`config.mk`:
```
export PLATFORM = sky130hd
export DESIGN_NAME = gold_nic_flat
export DESIGN_NICKNAME = d
export VERILOG_FILES = /design/src/rtl/gold_nic_if.sv /design/src/rtl/gold_nic.sv /design/src/flat_wrapper.sv
export SDC_FILE = /design/constraint.sdc
export NUM_CORES = 1
export LEC_CHECK = 0
export CORE_UTILIZATION = 41
export DETAILED_ROUTE_END_ITERATION = 16
export MAX_ROUTING_LAYER = met4
export PLACE_DENSITY = 0.77
export SETUP_SLACK_MARGIN = 0.5
export SYNTH_ARGS = -nofsm -noshare
export SYNTH_HDL_FRONTEND = slang
export SYNTH_SLANG_ARGS = --single-unit
```
`constraint.sdc`:
```
create_clock -name clk -period 3.94 [get_ports clk]
set_input_delay 0.394 -clock clk [delete_from_list [all_inputs] [get_ports clk]]
set_output_delay 0.394 -clock clk [all_outputs]
set_load 0.01 [all_outputs]
```
`src/rtl/gold_nic_if.sv`:
```
// ---------------------------------------------------------------------------
// gold_nic_if
// Bundles the gold_nic processor load/store port and its link to the PE port
// of gold_router.
//
// Processor side:
//   addr     register select (000 RX data, 001 RX status, 010 TX data,
//            011 TX status, 100 counters)
//   d_in     write data
//   d_out    read data (combinational)
//   nicEn    access enable
//   nicWrEn  1 = write, 0 = read
// Router side:
//   net_polarity  router polarity; the router's external VC is ~net_polarity
//   net_so/net_ro/net_do  injection (to router pesi/peri/pedi)
//   net_si/net_ri/net_di  ejection  (from router peso/pero/pedo)
//
// Modports: slave = the NIC, master = processor plus router environment.
// ---------------------------------------------------------------------------
interface gold_nic_if #(
    parameter int unsigned DATA_W = 64
);
    logic [2:0]        addr;
    logic [DATA_W-1:0] d_in;
    logic [DATA_W-1:0] d_out;
    logic              nicEn;
    logic              nicWrEn;

    logic              net_polarity;
    logic              net_so;
    logic              net_ro;
    logic [DATA_W-1:0] net_do;
    logic              net_si;
    logic              net_ri;
    logic [DATA_W-1:0] net_di;

    modport slave (
        input  addr, d_in, nicEn, nicWrEn,
        input  net_polarity, net_ro, net_si, net_di,
        output d_out, net_so, net_do, net_ri
    );

    modport master (
        output addr, d_in, nicEn, nicWrEn,
        output net_polarity, net_ro, net_si, net_di,
        input  d_out, net_so, net_do, net_ri
    );
endinterface

```
`src/rtl/gold_nic.sv`:
```
// ---------------------------------------------------------------------------
// gold_nic
// Processor-side network interface for the PE port of gold_router. One
// outgoing packet is held in a TX buffer and offered to the router only in
// the polarity phase whose external VC matches the packet's VC bit (MSB).
// One incoming packet is held in an RX buffer until the processor reads it.
//
// Ports:
//   clk    single clock, all state on posedge
//   reset  asynchronous, active-low
//   bus    gold_nic_if.slave (processor load/store port + router PE link)
//
// Parameters:
//   DATA_W packet width (MSB is the VC bit)
//   CNT_W  width of each packet counter
//
// Optional feature macro GOLD_NIC_CNT_EN: adds wrapping tx/rx packet
// counters readable at address 100 as {rx_cnt, tx_cnt}; a write to 100
// clears both. Without it, address 100 reads 0 and holds no flops.
// ---------------------------------------------------------------------------
module gold_nic #(
    parameter int unsigned DATA_W = 64,
    parameter int unsigned CNT_W  = 32
) (
    input  logic      clk,
    input  logic      reset,
    gold_nic_if.slave bus
);

    typedef enum logic [2:0] {
        A_RX_DATA = 3'b000,
        A_RX_STAT = 3'b001,
        A_TX_DATA = 3'b010,
        A_TX_STAT = 3'b011,
        A_CNT     = 3'b100
    } addr_e;

    logic              r_live;
    logic              r_rx_full;
    logic              r_tx_full;
    logic [DATA_W-1:0] r_rx_buf;
    logic [DATA_W-1:0] r_tx_buf;

    logic              w_rd;
    logic              w_wr;
    logic              w_vc_match;
    logic              w_net_so;
    logic              w_net_ri;
    logic              w_rx_take;
    logic              w_rx_pop;
    logic              w_tx_load;
    logic              w_tx_xfer;
    logic [2*CNT_W-1:0] w_cnt_cat;
    logic [DATA_W-1:0] w_d_out;

    assign w_rd = bus.nicEn & ~bus.nicWrEn;
    assign w_wr = bus.nicEn &  bus.nicWrEn;

    // A packet is offered only while the router's external VC (~polarity)
    // equals the packet's own VC bit; otherwise it waits for the next phase.
    assign w_vc_match = (r_tx_buf[DATA_W-1] == ~bus.net_polarity);
    assign w_net_so   = r_tx_full & w_vc_match;

    // r_live keeps net_ri low during reset and lifts it on the first clock
    // after release.
    assign w_net_ri   = r_live & ~r_rx_full;

    assign w_rx_take  = bus.net_si & w_net_ri;
    assign w_rx_pop   = w_rd & (bus.addr == A_RX_DATA);
    assign w_tx_load  = w_wr & (bus.addr == A_TX_DATA) & ~r_tx_full;
    assign w_tx_xfer  = w_net_so & bus.net_ro;

    assign bus.net_so = w_net_so;
    assign bus.net_do = w_net_so ? r_tx_buf : '0;
    assign bus.net_ri = w_net_ri;
    assign bus.d_out  = w_d_out;

    always_ff @(posedge clk or negedge reset) begin
        if (!reset) begin
            r_live    <= 1'b0;
            r_rx_full <= 1'b0;
            r_rx_buf  <= '0;
            r_tx_full <= 1'b0;
            r_tx_buf  <= '0;
        end else begin
            r_live <= 1'b1;

            // Take and pop cannot collide: take needs empty, pop only
            // changes state when full.
            if (w_rx_take) begin
                r_rx_buf  <= bus.net_di;
                r_rx_full <= 1'b1;
            end else if (w_rx_pop) begin
                r_rx_full <= 1'b0;
            end

            // Load needs empty, transfer needs full: mutually exclusive, so
            // a write in the transfer cycle is dropped.
            if (w_tx_load) begin
                r_tx_buf  <= bus.d_in;
                r_tx_full <= 1'b1;
            end else if (w_tx_xfer) begin
                r_tx_full <= 1'b0;
            end
        end
    end

`ifdef GOLD_NIC_CNT_EN
    logic [CNT_W-1:0] r_tx_cnt;
    logic [CNT_W-1:0] r_rx_cnt;
    logic             w_cnt_clr;

    assign w_cnt_clr = w_wr & (bus.addr == A_CNT);

    // Clear wins over a coincident increment.
    always_ff @(posedge clk or negedge reset) begin
        if (!reset) begin
            r_tx_cnt <= '0;
            r_rx_cnt <= '0;
        end else if (w_cnt_clr) begin
            r_tx_cnt <= '0;
            r_rx_cnt <= '0;
        end else begin
            if (w_tx_xfer) r_tx_cnt <= r_tx_cnt + CNT_W'(1);
            if (w_rx_take) r_rx_cnt <= r_rx_cnt + CNT_W'(1);
        end
    end

    assign w_cnt_cat = {r_rx_cnt, r_tx_cnt};
`else
    assign w_cnt_cat = '0;
`endif

    always_comb begin
        w_d_out = '0;
        if (w_rd) begin
            case (bus.addr)
                A_RX_DATA: w_d_out = r_rx_buf;
                A_RX_STAT: w_d_out = {{(DATA_W-1){1'b0}}, r_rx_full};
                A_TX_STAT: w_d_out = {{(DATA_W-1){1'b0}}, r_tx_full};
                A_CNT:     w_d_out = DATA_W'(w_cnt_cat);
                default:   w_d_out = '0;
            endcase
        end
    end

endmodule

```
`src/flat_wrapper.sv`:
```
// flat-port wrapper written by rule: the top's interface ports become plain ports
module gold_nic_flat 
#(
    parameter int unsigned DATA_W = 64,
    parameter int unsigned CNT_W  = 32
)
  (clk, reset, bus_addr, bus_d_in, bus_nicEn, bus_nicWrEn, bus_net_polarity, bus_net_ro, bus_net_si, bus_net_di, bus_d_out, bus_net_so, bus_net_do, bus_net_ri);
  gold_nic_if #(.DATA_W(DATA_W)) bus_i ();
  input  logic clk;
  input  logic reset;
  input wire logic [$bits(bus_i.addr)-1:0] bus_addr;
  input wire logic [$bits(bus_i.d_in)-1:0] bus_d_in;
  input wire logic [$bits(bus_i.nicEn)-1:0] bus_nicEn;
  input wire logic [$bits(bus_i.nicWrEn)-1:0] bus_nicWrEn;
  input wire logic [$bits(bus_i.net_polarity)-1:0] bus_net_polarity;
  input wire logic [$bits(bus_i.net_ro)-1:0] bus_net_ro;
  input wire logic [$bits(bus_i.net_si)-1:0] bus_net_si;
  input wire logic [$bits(bus_i.net_di)-1:0] bus_net_di;
  output wire logic [$bits(bus_i.d_out)-1:0] bus_d_out;
  output wire logic [$bits(bus_i.net_so)-1:0] bus_net_so;
  output wire logic [$bits(bus_i.net_do)-1:0] bus_net_do;
  output wire logic [$bits(bus_i.net_ri)-1:0] bus_net_ri;
  assign bus_i.addr = bus_addr;
  assign bus_i.d_in = bus_d_in;
  assign bus_i.nicEn = bus_nicEn;
  assign bus_i.nicWrEn = bus_nicWrEn;
  assign bus_i.net_polarity = bus_net_polarity;
  assign bus_i.net_ro = bus_net_ro;
  assign bus_i.net_si = bus_net_si;
  assign bus_i.net_di = bus_net_di;
  assign bus_d_out = bus_i.d_out;
  assign bus_net_so = bus_i.net_so;
  assign bus_net_do = bus_i.net_do;
  assign bus_net_ri = bus_i.net_ri;
  gold_nic #(.DATA_W(DATA_W), .CNT_W(CNT_W)) u_core (.clk(clk), .reset(reset), .bus(bus_i));
endmodule
```
==> results.sh <==
export IMPL_arrival_ns=2.61
export IMPL_power_w=0.00475
export IMPL_numPortBuffers=267
export IMPL_power_share_switching_pct=24.3
export IMPL_yosysTopAreaCell="dfrtp_1"
export IMPL_synth_top_area_share_pct=54.2
export IMPL_drive_gt1_share_pct=24.6
export IMPL_row_count=44
export IMPL_syn_avg_cell_area_um2=13.8
export IMPL_tritoncts="built"
export IMPL_fin_crit_ns=3.00
export IMPL_criticalPathCategory="in2out"
export IMPL_hp_class="in2async"
export IMPL_die_h_um=123
export IMPL_synthArstFlopShare_pct=100
export IMPL_rrSetupSlack_ns=1.82
export IMPL_cp_startpoint="bus_net_polarity"
export IMPL_crit_path_end_kind="output pin"
export IMPL_period_share_pct=76.1
export IMPL_crit_required_ns=3.55
export IMPL_root_buffer="clkbuf_16"
export IMPL_drc=0
export IMPL_r2r_end="u_core.r_tx_buf[45]$_DFFE_PN0P_"
export IMPL_n_antenna_cell=0
export IMPL_power_density_nw_per_um2=501
export IMPL_path_cells="clkdlybuf4s50_1 > xor2_4 > buf_12 > and3_1 > clkdlybuf4s50_1"
export IMPL_irDropWorstVdd_mv=0.248
export IMPL_grt_pass1_wl_mm=23.4
export IMPL_path_delay_family="buffers and inverters"
export IMPL_yosys_register_bits=131
export IMPL_drtIter0Drc=205
export IMPL_critPathMaxFanout=33
export IMPL_ys_flop_type="dfrtp_1"
export IMPL_r2r_start="u_core.r_tx_full$_DFFE_PN0P_"
export IMPL_cts_path_max_buffers=2
export IMPL_crit_buf_inv=3
export IMPL_top_level_ports=268
export IMPL_fin_setup_tns_ns=0
export IMPL_grt_overflow=0
export IMPL_maxSlewViolCount=0
export IMPL_postPlaceCellArea_um2=8870
export IMPL_synthesis_area_um2=6050
export IMPL_start_util_pct=41.8
export IMPL_clock_sinks=131
export IMPL_rsz0062_at_grt="false"
export IMPL_dr_pass1_iters=4
export IMPL_synth_cell_types=23
export IMPL_vias=4416
export IMPL_cellLeakagePower_nw=4.24
export IMPL_antenna_left=0
export IMPL_fmax_ghz=0.333
export IMPL_clock_power_share_pct=33.7
export IMPL_hold_violations=0
export IMPL_finalSetupViolCount=0
export IMPL_fin_nets=840
export IMPL_synthesis_nets=576
export IMPL_drt_wl_total_mm=15.3
export IMPL_vias_per_cell=4.91
export IMPL_yosysSeqAreaShare_pct=54.2
export IMPL_path_common_cell="clkdlybuf4s50_1"
export IMPL_yosysWarnings=0
export IMPL_htreeDepth=4
export IMPL_finClkSkew_ns=0.00715
export IMPL_worstSkewPairLatency_ns=0.41
export IMPL_finalInstanceArea_um2=9480
export IMPL_reg2reg_depth=4
export IMPL_area_delta_synth_final_pct=56.6
export IMPL_coreArea_um2=14500
export IMPL_netlist_instances=438
export IMPL_cts_repair_resized=0
export IMPL_netlist_top_cells_area="dfrtp_1 54%, mux2_2 15%, mux2_4 12%, and2_1 6.6%, and3_1 6.5%"
export IMPL_clk_pin_slew_worst_paths_ns=0.06
export IMPL_tightest_slew_ns=0.827
export IMPL_combPwrFrac_pct=22.3
export IMPL_max_slew_margin_pct=44.7
export IMPL_status="finished, final reports clean"
export IMPL_grtUsageTotal_pct=21.0
export IMPL_synth_edff_count=0
export IMPL_switching_power_w=0.00115
export IMPL_antenna_found_initial=0
export IMPL_cts_buffers=17
export IMPL_die_x_um=123
export IMPL_grt_max_degree=66
export IMPL_gp_congestion=0.719
export IMPL_die_area_um2=15300
export IMPL_dp_hpwl_mm=10.8
export IMPL_hold_buffers=0
export IMPL_start_kind="input pin"
export IMPL_grt_pass1_vias=4521
export IMPL_drt_wirelength_per_cell_um=17.1
export IMPL_postCtsSetupBuffers=0
export IMPL_cpPeakStageDelay_ns=0.64
export IMPL_internal_power_w=0.00360
export IMPL_drv_cap=0
export IMPL_p_seq_share_pct=44.0
export IMPL_crit_path_top_delay_cell="xor2_4"
-- layout by cell type, fill, tap and decap left out --
cell type        synthesis  final
nand3_1                  1      1
and2_1                  64     64
a21o_1                   1      1
clkinvlp_4               0      2
conb_1                   1      1
nor2_1                   1      1
xor2_4                   0      1
or3b_4                   1      1
buf_12                   5      3
and3_1                  63     63
o21ai_0                  2      2
nand2_2                  0      1
inv_1                    1      1
clkinv_2                 0      5
clkbuf_8                 0      3
bufinv_16                0      3
nor3_4                   2      2
mux2_4                  49     49
clkbuf_16                0     17
nor2b_1                  1      1
buf_4                    1     10
clkdlybuf4s50_1          0    266
mux2i_1                  1      1
nor4bb_1                 1      1
mux2_2                  79     79
clkbuf_1                22      2
dfrtp_1                131    131
nand2_1                  4      3
-- area by class of cell --
class	instances	area (µm²)
clock buffers	22	474
clock inverters	10	130
fillers	1069	5000
inverters	1	3.75
multi-input cells	272	2560
flip-flops and latches	131	3280
well taps	184	230
repair buffers	279	2800
-- how the worst max path moves through the flow --
stage	endpoint	slack, ns	cells past startpoint
global route	bus_net_do[0]	0.84	5
detailed placement	bus_net_do[45]	0.97	5
finish	bus_net_do[45]	0.94	5
CTS	bus_net_do[45]	0.96	5
global placement	bus_net_do[62]	1.03	5
floorplan	bus_d_out[54]	2.09	4
-- power by group through the flow --
stage | Combinational, W | Sequential [W] | Clock (W)
3_3_place_gp | 0.00102 | 0.00208 | 0
3_5_place_dp | 0.00107 | 0.00210 | 0
2_1_floorplan | 0.000700 | 0.00201 | 0
6_report | 0.00106 | 0.00209 | 0.00160
4_1_cts | 0.00108 | 0.00209 | 0.00163
5_1_grt | 0.00115 | 0.00215 | 0.00170
-- kinds of logic (layout without fill, tap and decap cells) --
family | after synthesis | after routing | share of synthesized area [%]
buffers and inverters | 35 | 312 | 3.80
and+or+nand+nor | 138 | 138 | 14.5
xor gates and xnor gates | 1 | 1 | 0.145
other | 1 | 1 | 0.0620
AOI/OAI and AO/OA | 3 | 3 | 0.289
DFF | 131 | 131 | 54.2
muxes | 129 | 129 | 27.0
-- through the flow --
step,cells,setup slack (ns),hold slack (ns),util (%)
6_report,899,0.940,0.0696,65.5
5_1_grt,899,0.841,0.153,65.5
4_1_cts,899,0.960,0.103,65.5
3_5_place_dp,867,0.973,0.484,61.3
3_3_place_gp,867,1.03,0.478,61.3
2_1_floorplan,438,2.09,0.0984,-
-- synth_stat cells (2+ instances only) --
| cell | count |
|---|---|
| dfrtp_1 | 131 |
| and2_1 | 64 |
| and3_1 | 63 |
| nand2_1 | 4 |
| mux2_2 | 79 |
| nor3_4 | 2 |
| clkbuf_1 | 22 |
| mux2_4 | 49 |
| buf_12 | 5 |
| o21ai_0 | 2 |
| buf_2 | 5 |
-- state kept, by name (all words and copies together), names as in the netlist --
signal            cells
u_core.r_rx_buf      64
u_core.r_live         1
u_core.r_tx_full      1
u_core.r_tx_buf      64
u_core.r_rx_full      1
-- routing by layer --
layer	share of wire (%)	global-route usage, %	vias up
met2	49	33.7	181
met3	6.2	5.54	31
met5	0	-	-
li1	-	-	2031
met4	2.9	9.56	0
met1	42	24.7	2173
Power figures use the tool's default switching activity.
